**src/rtl/bin2bcd_serial.sv**
```systemverilog
// Serial binary-to-BCD converter using shift-add-3 (double dabble).
// Converts one input bit per clock and reports the packed BCD result with a one-cycle
// done pulse. It also flags values that need more than DIGITS decimal digits.
module bin2bcd_serial #(
    parameter int BIN_W  = 20,
    parameter int DIGITS = 7
) (
    input  logic                  clk_i,
    input  logic                  reset_i,
    input  logic                  start_i,
    input  logic [BIN_W-1:0]      binary_i,
    output logic                  ready_o,
    output logic                  done_o,
    output logic [4*DIGITS-1:0]   bcd_o,
    output logic                  overflow_o
);

    localparam int ACC_W = 4 * DIGITS;
    // The counter only needs to reach BIN_W-1. It is kept at least 1 bit wide for BIN_W=1.
    localparam int CNT_W = (BIN_W > 1) ? $clog2(BIN_W) : 1;
    localparam logic [CNT_W-1:0] LAST_CNT = CNT_W'(BIN_W - 1);

    typedef enum logic [1:0] {
        S_IDLE  = 2'd0,
        S_SHIFT = 2'd1,
        S_DONE  = 2'd2
    } state_t;

    state_t                 state_q;
    logic [BIN_W-1:0]       shreg_q;
    logic [BIN_W-1:0]       shreg_d;
    logic [ACC_W-1:0]       acc_q;
    logic [ACC_W-1:0]       acc_adj;
    logic [ACC_W-1:0]       acc_d;
    logic                   ovf_q;
    logic                   ovf_d;
    logic [CNT_W-1:0]       cnt_q;
    logic [CNT_W-1:0]       cnt_d;
    logic                   ready_q;
    logic                   done_q;
    logic [ACC_W-1:0]       bcd_q;
    logic                   overflow_q;

    // Digit correction: a digit of 5..9 becomes 8..12.
    // After the next doubling, the digit then carries correctly into the next decade.
    function automatic logic [3:0] add3_digit(input logic [3:0] d);
        return (d >= 4'd5) ? (d + 4'd3) : d;
    endfunction

    // The correction is applied to every digit independently. No carry crosses a digit boundary.
    function automatic logic [ACC_W-1:0] add3_all(input logic [ACC_W-1:0] a);
        logic [ACC_W-1:0] r;
        r = '0;
        for (int k = 0; k < DIGITS; k++) begin
            r[4*k +: 4] = add3_digit(a[4*k +: 4]);
        end
        return r;
    endfunction

    // One double-dabble step: correct the digits, then shift {acc, shreg} left by one bit.
    // A 1 that leaves the top digit means the value needs more than DIGITS digits.
    always_comb begin
        acc_adj          = add3_all(acc_q);
        {acc_d, shreg_d} = {acc_adj, shreg_q} << 1;
        ovf_d            = ovf_q | acc_adj[ACC_W-1];
        cnt_d            = cnt_q + 1'b1;
    end

    // Control FSM with registered handshake outputs and the result registers.
    always_ff @(posedge clk_i) begin
        if (reset_i) begin
            state_q    <= S_IDLE;
            shreg_q    <= '0;
            acc_q      <= '0;
            ovf_q      <= 1'b0;
            cnt_q      <= '0;
            ready_q    <= 1'b1;
            done_q     <= 1'b0;
            bcd_q      <= '0;
            overflow_q <= 1'b0;
        end else begin
            done_q <= 1'b0;
            case (state_q)
                S_IDLE: begin
                    if (start_i) begin
                        shreg_q <= binary_i;
                        acc_q   <= '0;
                        ovf_q   <= 1'b0;
                        cnt_q   <= '0;
                        ready_q <= 1'b0;
                        state_q <= S_SHIFT;
                    end
                end
                S_SHIFT: begin
                    acc_q   <= acc_d;
                    shreg_q <= shreg_d;
                    ovf_q   <= ovf_d;
                    cnt_q   <= cnt_d;
                    if (cnt_q == LAST_CNT) begin
                        state_q <= S_DONE;
                    end
                end
                S_DONE: begin
                    bcd_q      <= acc_q;
                    overflow_q <= ovf_q;
                    done_q     <= 1'b1;
                    ready_q    <= 1'b1;
                    state_q    <= S_IDLE;
                end
                default: begin
                    ready_q <= 1'b1;
                    state_q <= S_IDLE;
                end
            endcase
        end
    end

    assign ready_o    = ready_q;
    assign done_o     = done_q;
    assign bcd_o      = bcd_q;
    assign overflow_o = overflow_q;

endmodule

```
**config.mk**
```make
export PLATFORM = sky130hd
export DESIGN_NAME = bin2bcd_serial
export DESIGN_NICKNAME = d
export VERILOG_FILES = /design/src/rtl/bin2bcd_serial.sv
export SDC_FILE = /design/constraint.sdc
export NUM_CORES = 1
export LEC_CHECK = 0
export ABC_AREA = 1
export CORE_UTILIZATION = 50
export CTS_CLUSTER_DIAMETER = 120
export DETAILED_ROUTE_END_ITERATION = 12
export GPL_ROUTABILITY_DRIVEN = 0
export PLACE_DENSITY = 0.74
export SETUP_SLACK_MARGIN = 0.02
export SYNTH_ARGS = -nofsm -noshare
export SYNTH_HDL_FRONTEND = slang
export SYNTH_SLANG_ARGS = --single-unit
```
**constraint.sdc**
```tcl
create_clock -name clk_i -period 1.35 [get_ports clk_i]
set_input_delay 0.27 -clock clk_i [delete_from_list [all_inputs] [get_ports clk_i]]
set_output_delay 0.27 -clock clk_i [all_outputs]
set_load 0.02 [all_outputs]
```
==> out/qor.yml <==
drcViolationCount: 0
pre_cts_slack_ns: -0.246
path_buf_inv: 1
sw_frac_of_total_pct: 24.3
tritoncts: "built"
cts.path.max_buffers: 2
setup_viol: 0
synth_seq_cells: 87
synth_fa_ha_area_share_pct: 4.73
fp.dieW_um: 91.1
fin_nets: 668
cap_viol_max_count: 0
drtIter0Drc: 152
yosysWarningCount: 0
grt_first_pass_wirelength_mm: 15.7
clk_latency_ns: 0.35
synth_compound_area_share_pct: 15.5
met2_usage_pct: 40.8
clock_power_share_pct: 37.1
synth_simple_gate_area_share_pct: 27.2
wl_per_cell_um: 12.4
fin_ws_ns: 0.0589
num_vias: 3861
power.density_nw_per_um2: 1020
grt_pass1_vias: 3673
crit_family: "buffers and inverters"
ctsHtreeMaxLevel: 3
crit_path_end_kind: "output port"
most-common-layout-cells: "140 x nand2_1, 73 x dfxtp_1, 59 x a21oi_1"
io_buffers: 53
ant_nets: 0
grt-busiest-layer: "met2"
worstPathRequired_ns: 1.08
cts_buffers: 9
synth.avg_cell_area_um2: 7.04
drive_above_1_share_pct: 13.5
fp.coreArea_um2: 7690
avgViaCountPerCell: 5.24
critPathMaxFanout: 2
intPower_w: 0.00388
synthCells: 564
postLayoutCellArea_um2: 5040
overflow: 0
ys_seq_area_share_pct: 43.9
synth_top_family_by_area: "simple AND/OR/NAND/NOR gates"
synth_xor_xnor_area_share_pct: 0
rows: 32
crit_slowest_cell: "dlygate4sd2_1"
syn_area_um2: 3970
ios: 54
worstPathCellList: "dlygate4sd2_1"
postPlaceCellArea_um2: 4770
fmax_ghz: 0.775
rsz0062_at_grt: "true"
area_growth_pct: 26.9
final_common_cell: "nand2_1"
routed_wl_mm: 9.17
antenna_found_initial: 0
met1_usage_pct: 27.4
hold_violations: 0
grt_usage_pct: 23.1
slowest_delay_ns: 0.34
crit_path_start_kind: "flop"
hp-class: "reg -> reg"
slew_violations: 0
grtUsageMet3_pct: 4.27
cts-root-buf: "clkbuf_8"
post-route-util_pct: 65.5
dieArea_um2: 8300
p_leak_nw: 2.27
pwr-share-seq_pct: 51.9
diodes: 0
fin_crit_sh_pct: 95.6
tightestPinTransition_ns: 0.256
relSlewSlack_pct: 82.9
netSwitchingPower_w: 0.00125
clock-skew-final_ns: 0.00934
syn-num-nets: 602
grt_max_degree: 53
fin_crit_ns: 1.29
status: "finished clean"
clk_pin_slew_ns: 0.09
floorplan.initialDensity_pct: 51.7
die_h_um: 91.1
drt-pass1-iter-count: 5
detailed_place_hpwl_mm: 6.28
numClockSinks: 87
power_frac_comb_pct: 11.0
synth.distinct_cells: 22
vdd_drop_max_mv: 0.645
synthMuxAreaShare_pct: 0
crit_type: "reg -> out"
arrival_ns: 1.02
## repair_timing
action	in CTS	in global routing
hold buffers	0	0
endpoints found under the hold margin	0	0
resized for setup	32	47
setup buffers	0	1
pin swaps	0	5
setup endpoints to repair	32	42
## worst register-to-register path, cell delays in order, from the launching register on
cell     delay [ns]
dfxtp_2        0.36
inv_1          0.06
ha_1           0.20
inv_1          0.05
nand2_1        0.10
nand3_2        0.11
nand2_1        0.06
nor2_1         0.12
nor2_1         0.05
nor2_1         0.07
## Yosys cell counts (all sizes together)
cell type  instances  share of area, %
o21ai             51               6.4
inv               57               5.4
o211ai             6               1.1
buf               15               2.3
a21oi             60               7.6
nand4             15               2.4
o31ai              1              0.19
nand2            148                14
o22ai              1              0.16
nor2              53               5.0
clkbuf            10               1.0
nand3             44               5.7
clkinv             1             0.094
dfxtp             87                44
ha                15               4.7
## metrics by stage
stage | cells | total power [W] | setup TNS, ns | hold WS (ns)
after floorplan | 564 | 0.00302 | 0 | 0.380
after global placement | 720 | 0.00325 | -7.69 | 0.430
after detailed placement | 720 | 0.00327 | -8.25 | 0.439
after CTS | 736 | 0.00513 | 0 | 0.451
after global routing | 737 | 0.00531 | 0 | 0.473
final | 737 | 0.00512 | 0 | 0.449
## power by group through the flow
stage	Sequential [W]	Combinational (W)	Clock [W]
after floorplan	0.00272	0.000302	0
after global placement	0.00272	0.000536	0
after detailed placement	0.00272	0.000548	0
after CTS	0.00266	0.000548	0.00193
after global routing	0.00267	0.000615	0.00203
final	0.00266	0.000561	0.00190
## cells by family after synthesis
| family | after synthesis |
|---|---|
| adder cells (fa/ha/maj) | 15 |
| AO/OA/AOI/OAI | 119 |
| AND/OR/NAND/NOR | 260 |
| buffers and inverters | 83 |
| flip-flops | 87 |
## path summary, 6_finish.rpt
path         cells after the start                endpoint  slack [ns]                   start
max                              1               bcd_o[19]        0.06  bcd_o[19]$_SDFFE_PP0P_
min reg2reg                      2    ready_o$_SDFFE_PP1P_        0.45    ready_o$_SDFFE_PP1P_
max reg2reg                      9  acc_q[20]$_SDFFE_PP0P_        0.11  acc_q[16]$_SDFFE_PP0P_
min                              2    ready_o$_SDFFE_PP1P_        0.45    ready_o$_SDFFE_PP1P_
## sequential cells by signal, indices dropped and copies added, names as in the netlist
name and cells:
bcd_o 28, acc_q 28, shreg_q 20, ovf_q 1
done_o 1, overflow_o 1, state_q 2, cnt_q 5
ready_o 1
## per-layer routing
metal / vias up / share of wire (%) / routed length (µm)
met5: - / 0 / 0
met4: 0 / 1.6 / 150
met3: 13 / 4.8 / 438
met2: 103 / 49 / 4520
met1: 1767 / 44 / 4060
li1: 1978 / - / -
## layout make-up
type / instances / area, µm²
fillers: 704 / 2650
repair buffers: 80 / 791
clock buffers: 13 / 169
clock inverters: 3 / 40.0
well taps: 102 / 128
multi-input cells: 394 / 1930
inverters: 58 / 220
flip-flops and latches: 87 / 1760
Note: power is estimated with default switching activity, not from simulation.
